===== src/rtl/pong_match_pkg.sv =====
// pong_match_pkg: shared match states and index/slice helpers for the pong match controller.
package pong_match_pkg;
    typedef enum logic [2:0] {IDLE, SERVE, RALLY, PAUSE, GAME_OVER} match_state_t;

    function automatic int pidx_w(input int n);
        return (n > 1) ? $clog2(n) : 1;
    endfunction

    function automatic int score_lsb(input int p, input int w);
        return p * w;
    endfunction
endpackage


===== src/rtl/pong_score_lane.sv =====
// pong_score_lane: one saturating player score with clear, increment and win-threshold compare.
module pong_score_lane #(
    parameter int SCORE_W = 8,
    parameter int WIN_SCORE = 11
) (
    input  logic               clk,
    input  logic               rst,
    input  logic               clr,
    input  logic               inc,
    output logic [SCORE_W-1:0] score,
    output logic [SCORE_W-1:0] next_score,
    output logic               hit
);
    // next_score and hit describe the score as it would be after this cycle's increment
    assign next_score = &score ? score : score + SCORE_W'(1);
    assign hit = next_score >= SCORE_W'(WIN_SCORE);

    always_ff @(posedge clk or posedge rst)
        if (rst)
            score <= '0;
        else if (clr)
            score <= '0;
        else if (inc)
            score <= next_score;
endmodule


===== src/rtl/pong_match_ctrl.sv =====
// pong_match_ctrl: N-player serve/rally/pause/game-over match controller with saturating scores.
// Optional PONG_WIN_BY_TWO_EN: a win also needs a two-point lead over every other player.
module pong_match_ctrl
    import pong_match_pkg::*;
#(
    parameter int NUM_PLAYERS = 2,
    parameter int SCORE_W = 8,
    parameter int WIN_SCORE = 11,
    parameter int PAUSE_CYCLES = 4,
    localparam int PIDX_W = pidx_w(NUM_PLAYERS)
) (
    input  logic                           clk,
    input  logic                           rst,
    input  logic                           start,
    input  logic [NUM_PLAYERS-1:0]         score_evt,
    output logic                           serve_valid,
    input  logic                           serve_ready,
    output logic [PIDX_W-1:0]              serve_player,
    output logic                           rally_active,
    output logic [NUM_PLAYERS*SCORE_W-1:0] score_out,
    output logic                           game_over,
    output logic [PIDX_W-1:0]              winner,
    output logic                           evt_error
);
    localparam int CNT_W = pidx_w(PAUSE_CYCLES + 1);

    match_state_t state, state_n;
    logic [CNT_W-1:0] cnt, cnt_n;
    logic [PIDX_W-1:0] serve_player_n, winner_n, p;
    logic game_over_n, evt_error_n, clr, one_hot, win;
    logic [NUM_PLAYERS-1:0] inc, hit;
    logic [SCORE_W-1:0] nxt [NUM_PLAYERS];

    assign one_hot = score_evt != '0 && (score_evt & (score_evt - NUM_PLAYERS'(1))) == '0;
    assign clr = (state == IDLE || state == GAME_OVER) && start;
    assign inc = (state == RALLY && one_hot) ? score_evt : '0;

    genvar i;
    generate
        for (i = 0; i < NUM_PLAYERS; i++) begin : g_lane
            pong_score_lane #(.SCORE_W(SCORE_W), .WIN_SCORE(WIN_SCORE)) u_lane (
                .clk(clk),
                .rst(rst),
                .clr(clr),
                .inc(inc[i]),
                .score(score_out[score_lsb(i, SCORE_W) +: SCORE_W]),
                .next_score(nxt[i]),
                .hit(hit[i])
            );
        end
    endgenerate

    always_comb begin
        p = '0;
        for (int q = 0; q < NUM_PLAYERS; q++)
            if (score_evt[q]) p = PIDX_W'(q);
    end

`ifdef PONG_WIN_BY_TWO_EN
    // widened by one bit so that "other + 2" cannot wrap near saturation
    always_comb begin
        win = hit[p];
        for (int q = 0; q < NUM_PLAYERS; q++)
            if (q != int'(p) && (SCORE_W+1)'(nxt[p]) <
                (SCORE_W+1)'(score_out[score_lsb(q, SCORE_W) +: SCORE_W]) + (SCORE_W+1)'(2))
                win = 1'b0;
    end
`else
    assign win = hit[p];
`endif

    always_comb begin
        state_n = state;
        cnt_n = cnt;
        serve_player_n = serve_player;
        winner_n = winner;
        game_over_n = game_over;
        evt_error_n = evt_error;
        case (state)
            IDLE, GAME_OVER:
                if (start) begin
                    state_n = SERVE;
                    serve_player_n = '0;
                    winner_n = '0;
                    game_over_n = 1'b0;
                    evt_error_n = 1'b0;
                end
            SERVE:
                if (serve_ready) state_n = RALLY;
            RALLY:
                if (one_hot) begin
                    serve_player_n = p;
                    if (win) begin
                        state_n = GAME_OVER;
                        game_over_n = 1'b1;
                        winner_n = p;
                    end else begin
                        state_n = PAUSE;
                        cnt_n = CNT_W'(PAUSE_CYCLES);
                    end
                end else if (score_evt != '0)
                    evt_error_n = 1'b1;
            PAUSE:
                if (cnt <= CNT_W'(1)) begin
                    state_n = SERVE;
                    cnt_n = '0;
                end else
                    cnt_n = cnt - CNT_W'(1);
            default: state_n = IDLE;
        endcase
    end

    always_ff @(posedge clk or posedge rst)
        if (rst) begin
            state <= IDLE;
            cnt <= '0;
            serve_valid <= 1'b0;
            rally_active <= 1'b0;
            serve_player <= '0;
            winner <= '0;
            game_over <= 1'b0;
            evt_error <= 1'b0;
        end else begin
            state <= state_n;
            cnt <= cnt_n;
            serve_valid <= state_n == SERVE;
            rally_active <= state_n == RALLY;
            serve_player <= serve_player_n;
            winner <= winner_n;
            game_over <= game_over_n;
            evt_error <= evt_error_n;
        end
endmodule


===== config.mk =====
export PLATFORM = sky130hd
export DESIGN_NAME = pong_match_ctrl
export DESIGN_NICKNAME = d
export VERILOG_FILES = /design/src/rtl/pong_match_pkg.sv /design/src/rtl/pong_score_lane.sv /design/src/rtl/pong_match_ctrl.sv
export SDC_FILE = /design/constraint.sdc
export NUM_CORES = 1
export LEC_CHECK = 0
export CAP_MARGIN = 20
export CELL_PAD_IN_SITES_DETAIL_PLACEMENT = 1
export CELL_PAD_IN_SITES_GLOBAL_PLACEMENT = 1
export CORE_MARGIN = 4
export CORE_UTILIZATION = 30
export CTS_BUF_LIST = sky130_fd_sc_hd__clkbuf_16
export CTS_CLUSTER_DIAMETER = 200
export DETAILED_ROUTE_END_ITERATION = 8
export PLACE_DENSITY = 0.62
export RECOVER_POWER = 100
export SLEW_MARGIN = 20
export SYNTH_ARGS = -nofsm -noshare
export SYNTH_HDL_FRONTEND = slang
export SYNTH_HIERARCHICAL = 1
export SYNTH_SLANG_ARGS = --single-unit

===== constraint.sdc =====
create_clock -name clk -period 5.5 [get_ports clk]
set_input_delay 0.55 -clock clk [delete_from_list [all_inputs] [get_ports clk]]
set_output_delay 0.55 -clock clk [all_outputs]
set_load 0.005 [all_outputs]

==> results of run 1 <==
-- critical path: stages --
cell and delay, ns:
dlygate4sd3_1 0.54, nor3b_1 2.01, a31oi_1 0.24, o21a_1 0.24
-- flip-flops by register name (all words and copies together), names as in the netlist --
signal,count
cnt,3
game_over,1
serve_player,1
rally_active,1
winner,1
g_lane.u_lane/score,16
serve_valid,1
evt_error,1
state,3
-- cell type report --
| type | instances | area, um^2 | area share |
|---|---|---|---|
| multi-input cells | 148 | 997 | 0.452 |
| flip-flops and latches | 28 | 701 | 0.317 |
| repair buffers | 27 | 270 | 0.122 |
| clock inverters | 1 | 3.75 | 0.00170 |
| well taps | 75 | 93.8 | 0.0425 |
| clock buffers | 3 | 75.1 | 0.0340 |
| inverters | 18 | 67.6 | 0.0306 |
-- through the flow --
step                      hold slack [ns]  cells  cell area [um^2]
after floorplan                     0.366    204              1850
after global placement              0.481    296              2140
after detailed placement            0.474    296              2140
after CTS                           0.505    300              2220
after global routing                0.516    300              2210
final                               0.500    300              2210
-- routing by layer --
| layer | up-vias | track usage |
|---|---|---|
| li1 | 763 | - |
| met1 | 719 | 0.196 |
| met2 | 17 | 0.209 |
| met3 | 2 | 0.0143 |
| met4 | 0 | 0.0340 |
| met5 | - | 0 |
-- worst max path at each step --
| stage | startpoint | to | slack [ns] | cells after the start |
|---|---|---|---|---|
| after floorplan | g_lane[1].u_lane/score[0] | winner | 3.27 | 8 |
| after global placement | score_evt[1] | g_lane[0].u_lane/score[6] | 2.70 | 8 |
| after detailed placement | score_evt[1] | g_lane[0].u_lane/score[6] | 2.61 | 8 |
| after CTS | score_evt[1] | g_lane[0].u_lane/score[6] | 2.90 | 8 |
| after global routing | start | rally_active | 1.69 | 4 |
| final | start | rally_active | 2.05 | 4 |
-- power groups by stage --
stage	Combinational, mW	Sequential [mW]	Clock [mW]
after floorplan	0.307	0.324	0
after global placement	0.415	0.359	0
after detailed placement	0.417	0.360	0
after CTS	0.421	0.356	0.171
after global routing	0.447	0.367	0.181
final	0.393	0.350	0.165
==> flow_summary_export.csv, run 1 <==
group,metric,value,unit
timing,tightest_slew,2.65,ns
placed_design,gp_congestion,0.778,
drt,first_pass_iters,4,
drt,route.detailed.drc,0,
run_status,outcome,"finished, violations left",
timing,rsz0062_at_grt,"false",
pwr,p_sw,344,uW
drt,wl_met3,94,um
worst_setup_path,required,5.65,ns
drt,wl_per_cell,14.9,um
placed_design,dp_hpwl,3.43,mm
worst_setup_path,rr_worst_depth,3,
clocking,hold_buffers,0,
pwr,worst_ir_drop_vdd,0.173,mV
worst_setup_path,reg2reg_from,"state[0]",
timing,fin_crit,3.45,ns
timing,drv_slew,23,
grt,grt_pass1_wl,8.16,mm
die,die_w,86.5,um
run_status,violations,"capacitance limit, slew limit",
timing,tns,0,ns
pwr,powerDensity,411,nW/um^2
finish,diodes,0,
hold_path,holdPathStages,1,
pwr,comb_power_share,0.433,
die,die_h,86.5,um
logic_synthesis,netlist_area,1850,um^2
timing,post-route-period-util,0.627,
pwr,power_leakage,1.03,nW
clocking,cts_resized,0,
die,dieArea,7480,um^2
clocking,htree_levels,1,
timing,fmax,0.290,GHz
pwr,p_total,908,uW
worst_setup_path,worstPathMaxFanout,22,
hold_path,hold_end,"serve_player",
logic_synthesis,syn_nets,214,
pwr,internal_power,564,uW
pwr,swShare,0.379,
worst_setup_path,r2r_setup_slack,2.28,ns
drt,num_vias,1501,
finish,fin_nets,236,
grt,antenna_found_initial,0,
grt,gr-total-overflow,0,
timing,slew_headroom,-0.773,
timing,setup_viol,0,
pwr,clockPowerShare,0.182,
grt,grt_pass1_vias,1637,
grt,track_usage,0.134,
timing,setup_ws,2.05,ns
drt,viasPerCell,5.00,
finish,utilization,0.371,
hold_path,min_from,"serve_player",
hold_path,hold_class,"flop to flop",
drt,wl_met1,2.28,mm
run,cap_violations,1,
drt,wl,4.47,mm
finish,drive_gt1_frac,0.0933,
placed_design,portBuffers,27,
drt,wl_met2,2.07,mm
clocking,cts_root_buf,"clkbuf_16",
clocking,cts_setup_buffers,0,
finish,area_growth,19.6,%
finish,nFillCells,702,
drt,drtAntennaViolNets,0,
clocking,clk_pin_slew,0.07,ns
logic_synthesis,avgSynthCellArea,9.05,um^2
finish,final_cell_mix,"dfrtp_1 (28), nor2_1 (27), dlygate4sd3_1 (24)",
logic_synthesis,yosys_warnings,6,
clocking,cts_sinks,28,
placed_design,pre_cts_slack,2.61,ns
worst_setup_path,critPathLaunchType,"primary input",
die,std_cell_rows,28,
timing,skew,0.00204,ns
clocking,cts_tree,"done",
finish,final_common_cell,"dfrtp_1",
worst_setup_path,cp-end-kind,"flop",
pwr,p_seq_frac,0.385,
drt,drt_iter0_drc,43,
die,core_area,5960,um^2
worst_setup_path,worstPathArrival,3.59,ns
clocking,cts_buffers,3,
die,io_pins,28,
timing,report.final.hold_viol_count,0,
worst_setup_path,r2r_end,"rally_active",
worst_setup_path,crit_type,"primary input to flop",
logic_synthesis,netlist_instances,204,
clocking,clk_latency,0.26,ns
drt,top_layer_used,"met4",
grt,grt_max_degree,23,
die,initial_core_util,0.310,
clocking,clk_path_buf_depth,2,
Power figures use the tool's default switching activity.
==> run 2: changes to the inputs <==
Settings changed: PLACE_DENSITY 0.62 to 0.64.
Clock period 5.5 ns to 2.95 ns, I/O delays scaled along.
==> flow_summary_export.csv, run 2 (synthesis gave the netlist of run 1 again) <==
group,metric,value,unit
timing,fin_crit,2.53,ns
worst_setup_path,crit_type,"flop to flop",
worst_setup_path,worstPathArrival,2.65,ns
finish,final_cell_mix,"dfrtp_1 (28), nor2_1 (27), dlygate4sd3_1 (24)",
clocking,clk_path_buf_depth,2,
grt,grt_pass1_wl,8.03,mm
worst_setup_path,worstPathMaxFanout,8,
run,cap_violations,0,
finish,drive_gt1_frac,0.101,
pwr,internal_power,1.14,mW
drt,viasPerCell,5.17,
clocking,cts_tree,"done",
clocking,clk_pin_slew,0.08,ns
timing,tightest_slew,1.01,ns
drt,drtAntennaViolNets,0,
clocking,hold_buffers,0,
grt,grt_max_degree,17,
placed_design,gp_congestion,0.764,
grt,antenna_found_initial,0,
pwr,p_total,1.81,mW
die,die_h,86.5,um
placed_design,dp_hpwl,3.52,mm
timing,fmax,0.395,GHz
drt,route.detailed.drc,0,
clocking,cts_setup_buffers,0,
pwr,swShare,0.368,
pwr,powerDensity,808,nW/um^2
pwr,p_sw,668,uW
timing,rsz0062_at_grt,"false",
worst_setup_path,required,3.07,ns
finish,fin_nets,238,
hold_path,hold_class,"flop to flop",
worst_setup_path,cp-end-kind,"flop",
timing,setup_ws,0.419,ns
hold_path,min_from,"serve_player",
pwr,power_leakage,1.05,nW
drt,wl,4.71,mm
pwr,p_seq_frac,0.360,
grt,track_usage,0.136,
worst_setup_path,critPathLaunchType,"flop",
clocking,cts_root_buf,"clkbuf_16",
die,dieArea,7480,um^2
worst_setup_path,critPathLaunch,"g_lane[1].u_lane/score[0]",
finish,nFillCells,713,
clocking,clk_latency,0.27,ns
pwr,comb_power_share,0.410,
timing,setup_viol,0,
grt,grt_pass1_vias,1636,
clocking,cts_buffers,3,
die,die_w,86.5,um
drt,wl_per_cell,15.6,um
clocking,cts_resized,0,
placed_design,portBuffers,27,
finish,regMostFlops,"g_lane.u_lane/score",
die,core_area,5960,um^2
drt,first_pass_iters,4,
pwr,clockPowerShare,0.229,
finish,diodes,0,
clocking,cts_sinks,28,
timing,post-route-period-util,0.858,
timing,skew,0.00379,ns
timing,whs,0.488,ns
placed_design,pre_cts_slack,0.392,ns
timing,tns,0,ns
finish,final_common_cell,"dfrtp_1",
die,initial_core_util,0.310,
worst_setup_path,reg2reg_from,"g_lane[1].u_lane/score[0]",
timing,slew_headroom,0.324,
run_status,outcome,"finished, final reports clean",
timing,report.final.hold_viol_count,0,
clocking,htree_levels,1,
finish,biggestRegsByFlops,"g_lane.u_lane/score (16), cnt (3), state (3)",
timing,drv_slew,0,
grt,gr-total-overflow,0,
pwr,worst_ir_drop_vdd,0.353,mV
drt,drt_iter0_drc,72,
drt,num_vias,1560,
die,io_pins,28,
die,std_cell_rows,28,
finish,area_growth,21.5,%
finish,largest_register_ffs,16,
==> run 2: changes by cell type in the layout (fill, tap and decap cells not counted) <==
| cell | previous run | this run |
|---|---|---|
| bufinv_16 | 0 | 1 |
| o21ai_0 | 7 | 6 |
| buf_4 | 0 | 1 |
| nor3b_1 | 1 | 0 |
| o41ai_1 | 0 | 1 |
| o21ai_1 | 1 | 2 |
| o41ai_2 | 1 | 0 |
| clkinv_1 | 1 | 0 |
| clkbuf_1 | 0 | 1 |
| nor3b_2 | 1 | 2 |
==> run 2: cell type report <==
class	instances	area, um^2	area share
multi-input cells	148	995	0.443
flip-flops and latches	28	701	0.312
repair buffers	29	282	0.125
well taps	75	93.8	0.0418
clock buffers	3	75.1	0.0335
inverters	18	67.6	0.0301
clock inverters	1	30.0	0.0134
==> run 2: worst paths after layout <==
kind / to / slack, ns / cells past startpoint
min reg2reg: serve_player / 0.49 / 1
max reg2reg: cnt[1] / 0.42 / 8
min: serve_player / 0.49 / 1
max: cnt[1] / 0.42 / 8
min in group asynchronous: g_lane[0].u_lane/score[3] / 0.51 / 2
max in group asynchronous: serve_player / 2.04 / 2
==> run 2: power groups by stage <==
stage | Sequential (mW) | Combinational (mW) | Clock [mW]
finish | 0.652 | 0.744 | 0.416
floorplan | 0.604 | 0.572 | 0
CTS | 0.664 | 0.800 | 0.423
global route | 0.680 | 0.832 | 0.443
detailed placement | 0.671 | 0.789 | 0
global placement | 0.672 | 0.779 | 0
==> run 2: layer usage <==
layer | share of wire | vias up | GRT usage
met5 | 0 | - | 0
met4 | 0.010 | 0 | 0.0382
met3 | 0.018 | 4 | 0.0200
met2 | 0.48 | 14 | 0.230
met1 | 0.50 | 773 | 0.180
li1 | - | 769 | -
==> run 2: worst max-delay path, stage by stage, from the launching register on <==
cell and delay, ns:
dfrtp_1 0.41, ha_1 0.27, xnor2_1 0.15, o21ai_0 0.13, a21o_1 0.19, a2111o_1 0.45
mux2_1 0.42, nor2_1 0.22, o311ai_0 0.15
==> run 2: per-stage QoR <==
step / instances / instance area [um^2] / util
after detailed placement: 298 / 2160 / 0.362
after global routing: 302 / 2240 / 0.377
after CTS: 302 / 2260 / 0.380
after floorplan: 204 / 1850 / -
final: 302 / 2240 / 0.377
after global placement: 298 / 2160 / 0.362
==> run 3: changes to the inputs <==
Settings changed: CTS_CLUSTER_DIAMETER 200 to 40, CTS_CLUSTER_SIZE from default to 10.
==> results of run 3 <==
No change in the layout: final DEF, timing and power equal those of run 2.
